<file path="src/rtl/simon_pkg.sv">
// Shared constants and the controller state type for the SIMON pipeline control.
package simon_pkg;

    localparam int SIMON_ROUNDS = 32;
    // 32 round registers plus the ciphertext register
    localparam int PIPE_DEPTH   = SIMON_ROUNDS + 1;

    typedef enum logic [1:0] {
        ST_IDLE     = 2'd0,
        ST_KEY_WAIT = 2'd1,
        ST_RUN      = 2'd2,
        ST_DRAIN    = 2'd3
    } simon_ctrl_state_t;

endpackage

</file>
<file path="src/rtl/simon_valid_pipe.sv">
// Enable-gated valid/tag shift register that shadows the round pipeline.
// Valid bits are reset; tags are plain data and are not.
module simon_valid_pipe #(
    parameter int TAG_W = 4,
    parameter int DEPTH = 33
) (
    input  logic             clk,
    input  logic             rst,
    input  logic             i_en,
    input  logic             i_vld,
    input  logic [TAG_W-1:0] i_tag,
    output logic             o_vld,
    output logic [TAG_W-1:0] o_tag
);

    logic [DEPTH-1:0] r_vld;
    logic [TAG_W-1:0] r_tag [DEPTH];

    // Valid bits shift one place per advance; cleared by reset.
    always_ff @(posedge clk or posedge rst) begin
        if (rst) begin
            r_vld <= '0;
        end else if (i_en) begin
            r_vld <= {r_vld[DEPTH-2:0], i_vld};
        end
    end

    // Tags follow the valid bits on every advance.
    always_ff @(posedge clk) begin
        if (i_en) begin
            r_tag[0] <= i_tag;
            for (int i = 1; i < DEPTH; i++) begin
                r_tag[i] <= r_tag[i-1];
            end
        end
    end

    assign o_vld = r_vld[DEPTH-1];
    assign o_tag = r_tag[DEPTH-1];

endmodule

</file>
<file path="src/rtl/simon_pipe_ctrl.sv">
// Control for a 32-round SIMON pipeline: key loading, request flow,
// back-pressure from the ciphertext consumer, and drain before rekeying.
// Optional macro SIMON_CTRL_STATS_EN adds the blk_count pop counter.
module simon_pipe_ctrl
    import simon_pkg::*;
#(
    parameter int TAG_W   = 4,
    parameter int KEY_LAT = 2
) (
    input  logic             clk,
    input  logic             rst,
    input  logic             in_valid,
    input  logic [TAG_W-1:0] in_tag,
    output logic             in_ready,
    input  logic             key_valid,
    output logic             key_ready,
    output logic             key_load,
    output logic             advance,
    output logic             ct_valid,
    output logic [TAG_W-1:0] ct_tag,
    input  logic             ct_ready,
    output logic             busy
`ifdef SIMON_CTRL_STATS_EN
    ,output logic [15:0]     blk_count
`endif
);

    localparam int CNT_W = (KEY_LAT > 1) ? $clog2(KEY_LAT) : 1;
    // The handshake cycle is the first of the KEY_LAT cycles, so KEY_WAIT
    // lasts KEY_LAT-1 cycles and RUN starts exactly KEY_LAT cycles later.
    localparam logic [CNT_W-1:0] KEY_CNT_INIT = CNT_W'((KEY_LAT > 1) ? KEY_LAT - 1 : 0);
    localparam simon_ctrl_state_t KEY_NEXT = (KEY_LAT > 1) ? ST_KEY_WAIT : ST_RUN;

    simon_ctrl_state_t r_state;
    logic [CNT_W-1:0]  r_cnt;
    logic [5:0]        r_occ;

    logic             w_ct_vld;
    logic [TAG_W-1:0] w_ct_tag;
    logic             w_stall;
    logic             w_adv;
    logic             w_in_rdy;
    logic             w_key_rdy;
    logic             w_key_hs;
    logic             w_push;
    logic             w_pop;

    simon_valid_pipe #(
        .TAG_W (TAG_W),
        .DEPTH (PIPE_DEPTH)
    ) u_valid_pipe (
        .clk   (clk),
        .rst   (rst),
        .i_en  (w_adv),
        .i_vld (w_push),
        .i_tag (in_tag),
        .o_vld (w_ct_vld),
        .o_tag (w_ct_tag)
    );

    // Handshake qualifiers per state; everything forced low while in reset.
    always_comb begin
        w_stall   = w_ct_vld && !ct_ready;
        w_adv     = 1'b0;
        w_in_rdy  = 1'b0;
        w_key_rdy = 1'b0;
        case (r_state)
            ST_IDLE: begin
                w_key_rdy = 1'b1;
            end
            ST_RUN: begin
                w_adv     = !w_stall;
                w_in_rdy  = !w_stall && !key_valid;
                w_key_rdy = (r_occ == 6'd0);
            end
            ST_DRAIN: begin
                w_adv     = !w_stall;
                w_key_rdy = (r_occ == 6'd0);
            end
            default: begin
                w_adv     = 1'b0;
            end
        endcase
        if (rst) begin
            w_adv     = 1'b0;
            w_in_rdy  = 1'b0;
            w_key_rdy = 1'b0;
        end
    end

    assign w_key_hs = key_valid && w_key_rdy;
    assign w_push   = in_valid && w_in_rdy;
    assign w_pop    = w_ct_vld && ct_ready && w_adv;

    // Controller state machine and key-schedule settle counter.
    always_ff @(posedge clk or posedge rst) begin
        if (rst) begin
            r_state <= ST_IDLE;
            r_cnt   <= '0;
        end else begin
            case (r_state)
                ST_IDLE: begin
                    if (w_key_hs) begin
                        r_state <= KEY_NEXT;
                        r_cnt   <= KEY_CNT_INIT;
                    end
                end
                ST_KEY_WAIT: begin
                    if (r_cnt <= CNT_W'(1)) begin
                        r_state <= ST_RUN;
                        r_cnt   <= '0;
                    end else begin
                        r_cnt <= r_cnt - CNT_W'(1);
                    end
                end
                ST_RUN: begin
                    if (w_key_hs) begin
                        r_state <= KEY_NEXT;
                        r_cnt   <= KEY_CNT_INIT;
                    end else if (key_valid) begin
                        r_state <= ST_DRAIN;
                    end
                end
                ST_DRAIN: begin
                    if (w_key_hs) begin
                        r_state <= KEY_NEXT;
                        r_cnt   <= KEY_CNT_INIT;
                    end
                end
                default: begin
                    r_state <= ST_IDLE;
                end
            endcase
        end
    end

    // Blocks in flight: +1 on accept, -1 on pop, both cancel.
    always_ff @(posedge clk or posedge rst) begin
        if (rst) begin
            r_occ <= 6'd0;
        end else begin
            case ({w_push, w_pop})
                2'b10:   r_occ <= r_occ + 6'd1;
                2'b01:   r_occ <= r_occ - 6'd1;
                default: r_occ <= r_occ;
            endcase
        end
    end

`ifdef SIMON_CTRL_STATS_EN
    logic [15:0] r_blk_count;

    // Count emitted blocks, wrapping naturally at 16 bits.
    always_ff @(posedge clk or posedge rst) begin
        if (rst) begin
            r_blk_count <= 16'd0;
        end else if (w_pop) begin
            r_blk_count <= r_blk_count + 16'd1;
        end
    end

    assign blk_count = r_blk_count;
`endif

    assign in_ready  = w_in_rdy;
    assign key_ready = w_key_rdy;
    assign key_load  = w_key_hs;
    assign advance   = w_adv;
    assign ct_valid  = w_ct_vld && !rst;
    assign ct_tag    = rst ? '0 : w_ct_tag;
    assign busy      = !rst && ((r_state != ST_IDLE) || (r_occ != 6'd0));

endmodule

</file>
<file path="config.mk">
export PLATFORM = sky130hd
export DESIGN_NAME = simon_pipe_ctrl
export DESIGN_NICKNAME = d
export VERILOG_FILES = /design/src/rtl/simon_pkg.sv /design/src/rtl/simon_valid_pipe.sv /design/src/rtl/simon_pipe_ctrl.sv
export SDC_FILE = /design/constraint.sdc
export NUM_CORES = 1
export LEC_CHECK = 0
export CAP_MARGIN = 10
export CORE_MARGIN = 5
export CORE_UTILIZATION = 45
export CTS_CLUSTER_SIZE = 10
export DETAILED_ROUTE_END_ITERATION = 10
export GPL_TIMING_DRIVEN = 0
export HOLD_SLACK_MARGIN = 0.02
export PLACE_DENSITY = 0.59
export SLEW_MARGIN = 30
export SYNTH_ARGS = -nofsm -noshare
export SYNTH_HDL_FRONTEND = slang
export SYNTH_SLANG_ARGS = --single-unit
</file>
<file path="constraint.sdc">
create_clock -name clk -period 5.65 [get_ports clk]
set_clock_uncertainty 0.2 [all_clocks]
set_input_delay 0.8475 -clock clk [delete_from_list [all_inputs] [get_ports clk]]
set_output_delay 0.8475 -clock clk [all_outputs]
set_load 0.005 [all_outputs]
</file>
-- Word-level counts from Yosys, hierarchy flattened
Memory sizes are Yosys's and may differ from the RTL's.
Index checks and enable logic that the tools add are counted.
- add/subtract/negate cells: 3
- magnitude comparators: 1
- eq/ne operators: 9
- muxes and demuxes: 18
- reduce and logical (&&, ||, !) cells: 22
- operators with widths (operator ; count):
    one-hot mux 6 bit (2 select lines) ; 1
    2-to-1 mux 1 bit ; 9
    logical AND 1 bit ; 8
    2-to-1 mux 2 bit ; 4
    adder 6 x 1 -> 6 bit, second input constant ; 1
    == test 2 bit, second input constant ; 3
    logical NOT 6 bit ; 1
    one-hot mux 2 bit (3 select lines) ; 1
    nonzero test 6 bit ; 1
    subtractor 6 x 1 -> 6 bit, second input constant ; 1
    == test 2 x 1 -> 1 bit, second input constant ; 2
    logical NOT 1 bit ; 4
    2-to-1 mux 4 bit ; 1
    != test 2 x 1 -> 1 bit, second input constant ; 2
    one-hot mux 1 bit (2 select lines) ; 2
    nonzero test 2 bit ; 2
    OR reduction 2 bit ; 2
    != test 3 bit, second input constant ; 1
    AND reduction 3 bit ; 1
    OR reduction 3 bit ; 1
    logical NOT 2 bit ; 1
    != test 2 bit, second input constant ; 1
    <= comparator 1 bit, second input constant ; 1
    logical OR 1 bit ; 1
    subtractor 1 bit, second input constant ; 1
- register bits after elaboration: 42
- RAM bits: 132
- word-level logic and storage cells: 58
- memories kept: 1
- memory list (memory ; depth ; bits a word ; read ports ; clocked after Yosys merged registers in ; wr ports ; line ; source):
    u_valid_pipe.r_tag ; 33 ; 4 ; 33 ; 0 ; 33 ; simon_valid_pipe.sv:17 ; logic [TAG_W-1:0] r_tag [DEPTH];

-- Depth between registers and ports, before layout
- word-level depth: 9
- gate-level depth with buffers: 12
- depth with buffers taken out: 12

-- Modules after synthesis
From an unflattened synthesis, not the netlist that was laid out.
- cell total of the unflattened synthesis: 286
- area total of the unflattened synthesis: 6102.1 µm²
- modules (own cells, without submodules) (module ; instances ; cells each ; area each (µm²) ; seq. area each (µm²)):
    simon_valid_pipe ; 1 ; 203 ; 5348.9 ; 4789.6
    simon_pipe_ctrl ; 1 ; 83 ; 753.2 ; 200.2

-- Worst setup path after synthesis
Ideal clock, no wire load.
- path kind: input to register
- start point: input port ct_ready
- end point: register r_occ[5]
- setup time: 0.125 ns
- arrival time: 2.873 ns
- data required time: 5.325 ns
- slack: 2.452 ns
- stages on the path: 10
- path buffers: 0
- cell sequence: inv_1 -> a21oi_1 -> nor3b_1 -> nand2_1 -> ha_1 -> ha_1 -> o21ai_0 -> nor4_1 -> or3b_1 -> xor2_1
- longest elaborated chain between the ends: 9
- elaborated cells on any way between the ends: 15
- those cells by class: eq/ne: 2; mux: 5; reduce/logical: 8
- RTL lines (element ; line ; source):
    start, declared ; simon_pipe_ctrl.sv:21 ; input logic ct_ready,
    logical NOT 1 bit (*) ; simon_pipe_ctrl.sv:63 ; w_stall = w_ct_vld && !ct_ready;
    logical AND 1 bit (*) ; simon_pipe_ctrl.sv:63 ;
    logical NOT 1 bit (*) ; simon_pipe_ctrl.sv:73 ; w_in_rdy = !w_stall && !key_valid;
    logical AND 1 bit (*) ; simon_pipe_ctrl.sv:73 ;
    2-to-1 mux 1 bit (*) ; simon_pipe_ctrl.sv:67 ; case (r_state)
    2-to-1 mux 1 bit (*) ; simon_pipe_ctrl.sv:84 ; if (rst) begin
    via in_ready ; simon_pipe_ctrl.sv:14 ; output logic in_ready,
    logical AND 1 bit (*) ; simon_pipe_ctrl.sv:92 ; assign w_push = in_valid && w_in_rdy;
    == test 2 x 1 -> 1 bit or == test 2 bit (tied branches) ; simon_pipe_ctrl.sv:142 ; case ({w_push, w_pop})
    one-hot mux 6 bit (2 select lines) or nonzero test 2 bit (tied branches) ; -- ;
    end signal, assigned ; simon_pipe_ctrl.sv:143 ; 2'b10: r_occ <= r_occ + 6'd1;
    end signal, assigned ; simon_pipe_ctrl.sv:144 ; 2'b01: r_occ <= r_occ - 6'd1;
    end signal, assigned ; simon_pipe_ctrl.sv:145 ; default: r_occ <= r_occ;
    end, declared ; simon_pipe_ctrl.sv:36 ; logic [5:0] r_occ;
The timed path passes the listed nets; every way through them passes the cells marked *.
A chain may end at the register's enable or synchronous reset.

-- Worst setup path after layout
- start point: input port rst
- end point: output port advance
- longest elaborated chain between the ends: 1
- RTL lines (element ; line ; source):
    start, declared ; simon_pipe_ctrl.sv:11 ; input logic rst,
    2-to-1 mux 1 bit ; simon_pipe_ctrl.sv:84 ;
    end, declared ; simon_pipe_ctrl.sv:18 ; output logic advance,
No other way between the ends.

==> flow_summary.yaml <==
status:
  status: "finished, final reports clean"
setup_path:
  crit_required_ps: 4600
  crit_slowest_cell: "clkdlybuf4s50_1"
  cpMostUsedCell: "clkdlybuf4s50_1"
  startpoint_type: "input port"
  crit_path_end: "advance"
  cpPeakStageDelay_ps: 610
  path_cells: "clkdlybuf4s50_1 -> a21oi_1 -> o21a_1 -> buf_6 -> buf_8 -> clkdlybuf4s50_1"
  cp.depth: 6
  worstSetupPathType: "in -> out"
  critical_path.endpoint_type: "output port"
  r2r-end: "r_occ[5]$_DFFE_PP0P_"
  worstSetupStartpoint: "rst"
  critPathTopFamily: "buffers and inverters"
  rrSetupSlack_ps: 2410
  reg2reg_from: "r_state[0]$_DFFE_PP0P_"
  cp_num_buf_inv: 4
  worstPathMaxFanout: 72
  rr_worst_depth: 11
  cp.arrival_ps: 3100
run:
  max-cap-violations: 0
timing:
  timing.final.crit_share: 0.734
  maxSlewViolCount: 0
  setup_violations: 0
  relSlewSlack: 0.646
  rsz0062_at_grt: "no"
  tns_ps: 0
  fmax_mhz: 241
  worst_pin_slew_ps: 532
  post-route-min-period_ps: 4150
  hold_viol: 0
clocking:
  cts_tree: "done"
  post_cts_buffers: 0
  clock_sinks: 173
  clk_path_buf_depth: 2
  ctsHoldBuffers: 0
  cts_root_buf: "clkbuf_16"
  post_cts_resized: 0
  cts_made_buffers: 17
  clk_pin_slew_ps: 60
  clock_latency_ps: 410
  htree_levels: 4
pwr:
  p_per_area_nw_per_um2: 513
  power_leakage_nw: 2.66
  vdd_drop_max_mv: 0.283
floorplan:
  fp.dieH_um: 126
  core_area_um2: 13200
  ioPinCount: 19
  die_w_um: 126
  die_area_um2: 15900
  rows: 42
  start_util: 0.458
logic_synthesis:
  synthCells: 285
  synth_area_leaders: "edfxtp_1 65%, dfrtp_1 17%, mux2_4 6.9%"
  yosys_register_bits: 173
  synth_seq_area_share: 0.823
  yosys_warnings: 0
  synth_area_leader_cell: "edfxtp_1"
  syn-num-nets: 304
  synth_top_area_share: 0.654
  synthMostInstantiatedCell: "edfxtp_1"
  synth_edf_count: 132
  syn_area_um2: 6060
  synth.distinct_cells: 42
  synth_common_cells: "132 x edfxtp_1, 41 x dfrtp_1, 28 x mux2_4"
  synth_flop_cell: "edfxtp_1"
  async_flop_share: 0.237
  syn_avg_cell_area_um2: 21.3
routing:
  via_per_inst: 4.79
  dr.pass1.iters: 4
  wl_um: 7430
  drtIter0Drc: 283
  wire_per_inst_um: 14.5
  route.detailed.drc: 0
  vias: 2452
  ant_nets: 0
placed_design:
  place_congestion: 0.796
  place_inst: 480
  dpl.hpwl_um: 3930
  portBuffers: 18
global_route:
  grtUsageTotal: 0.0992
  grt_pass1_vias: 2471
  antenna_found_initial: 0
  gr-total-overflow: 0
  grt_pass1_wl_um: 12300
  grt_start_max_net_pins: 143
final_layout:
  drive_gt1_frac: 0.199
  diodes: 0
  fin_util: 0.534
  layoutNonFillerInstCount: 512
  area_growth_pct: 16.6
  layout.nets: 343
hold_path:
  hold_class: "reg -> reg"
  hold_start: "u_valid_pipe.r_tag[0][37]$_DFFE_PN_"
-- worst min path at each step --
stage / slack [ps] / endpoint / cells after the start
after floorplan: 200 / u_valid_pipe.r_tag[0][100]$_DFFE_PN_ / 0
after global placement: 210 / u_valid_pipe.r_tag[0][47]$_DFFE_PN_ / 0
after detailed placement: 200 / u_valid_pipe.r_tag[0][43]$_DFFE_PN_ / 0
after CTS: 220 / u_valid_pipe.r_tag[0][46]$_DFFE_PN_ / 0
after global routing: 220 / u_valid_pipe.r_tag[0][46]$_DFFE_PN_ / 0
final: 210 / u_valid_pipe.r_tag[0][41]$_DFFE_PN_ / 0
-- area by class of cell --
class                      instances  area (µm²)
tap                              176         220
timing repair buffer              20         228
clock inverter                    12         124
multi-input combinational         96         978
inverter                          11        41.3
fill                            1031        6170
buffer                             5        53.8
sequential                       173        4990
clock buffer                      19         433
-- through the flow --
step           hold WS [ps]  power (W)  area [µm²]  worst slack (ps)
4_1_cts                 218    0.00366        7040              1090
6_report                213    0.00362        7070              1500
2_1_floorplan           200    0.00238        6060              2450
3_5_place_dp            205    0.00255        6480              1110
3_3_place_gp            207    0.00251        6460               992
5_1_grt                 224    0.00381        7070              1340
-- layout by cell type (no fill, tap or decap), types with 3 or more instances in the layout --
cell type / n
edfxtp_1: 132
dfrtp_1: 41
mux2_4: 28
clkdlybuf4s50_1: 18
clkbuf_16: 17
inv_1: 10
ha_1: 9
nor2b_1: 6
nand2_1: 6
o21ai_0: 5
mux2_1: 4
clkinv_1: 4
buf_6: 3
clkinvlp_4: 3
clkinv_4: 3
-- cell families after synthesis --
group	synth area share
AO/OA/AOI/OAI	0.0277
XOR/XNOR	0.00434
adder cells (fa/ha/maj)	0.0219
buffers and inverters	0.0151
flip-flops	0.823
multiplexers	0.0785
AND/OR/NAND/NOR	0.0291
-- state kept, by name, summed over array words and instances (netlist names) --
register / cells
r_occ: 6
u_valid_pipe.r_vld: 33
u_valid_pipe.r_tag: 132
r_state: 2
-- metal layers --
metal,vias up,share of wire,GRT usage
met2,34,0.43,0.134
met5,-,0,0
li1,1163,-,-
met4,0,0.013,0.0416
met1,1245,0.52,0.139
met3,10,0.041,0.0457
-- report_power, final --
group	switching, W	internal [W]
Combinational	0.000297	0.000252
Clock	0.000442	0.000644
Sequential	0.000128	0.00186
Total	0.000868	0.00276
-- worst register-to-register path, stage by stage (launching register included) --
cell and delay [ps]:
dfrtp_1 420, inv_1 150, ha_1 240, inv_1 70
nor3b_1 330, nand2_1 100, ha_1 310, ha_1 370
o21ai_0 320, nor4_1 80, or3b_1 360, xor2_1 150
(Power assumes the default switching activity.)
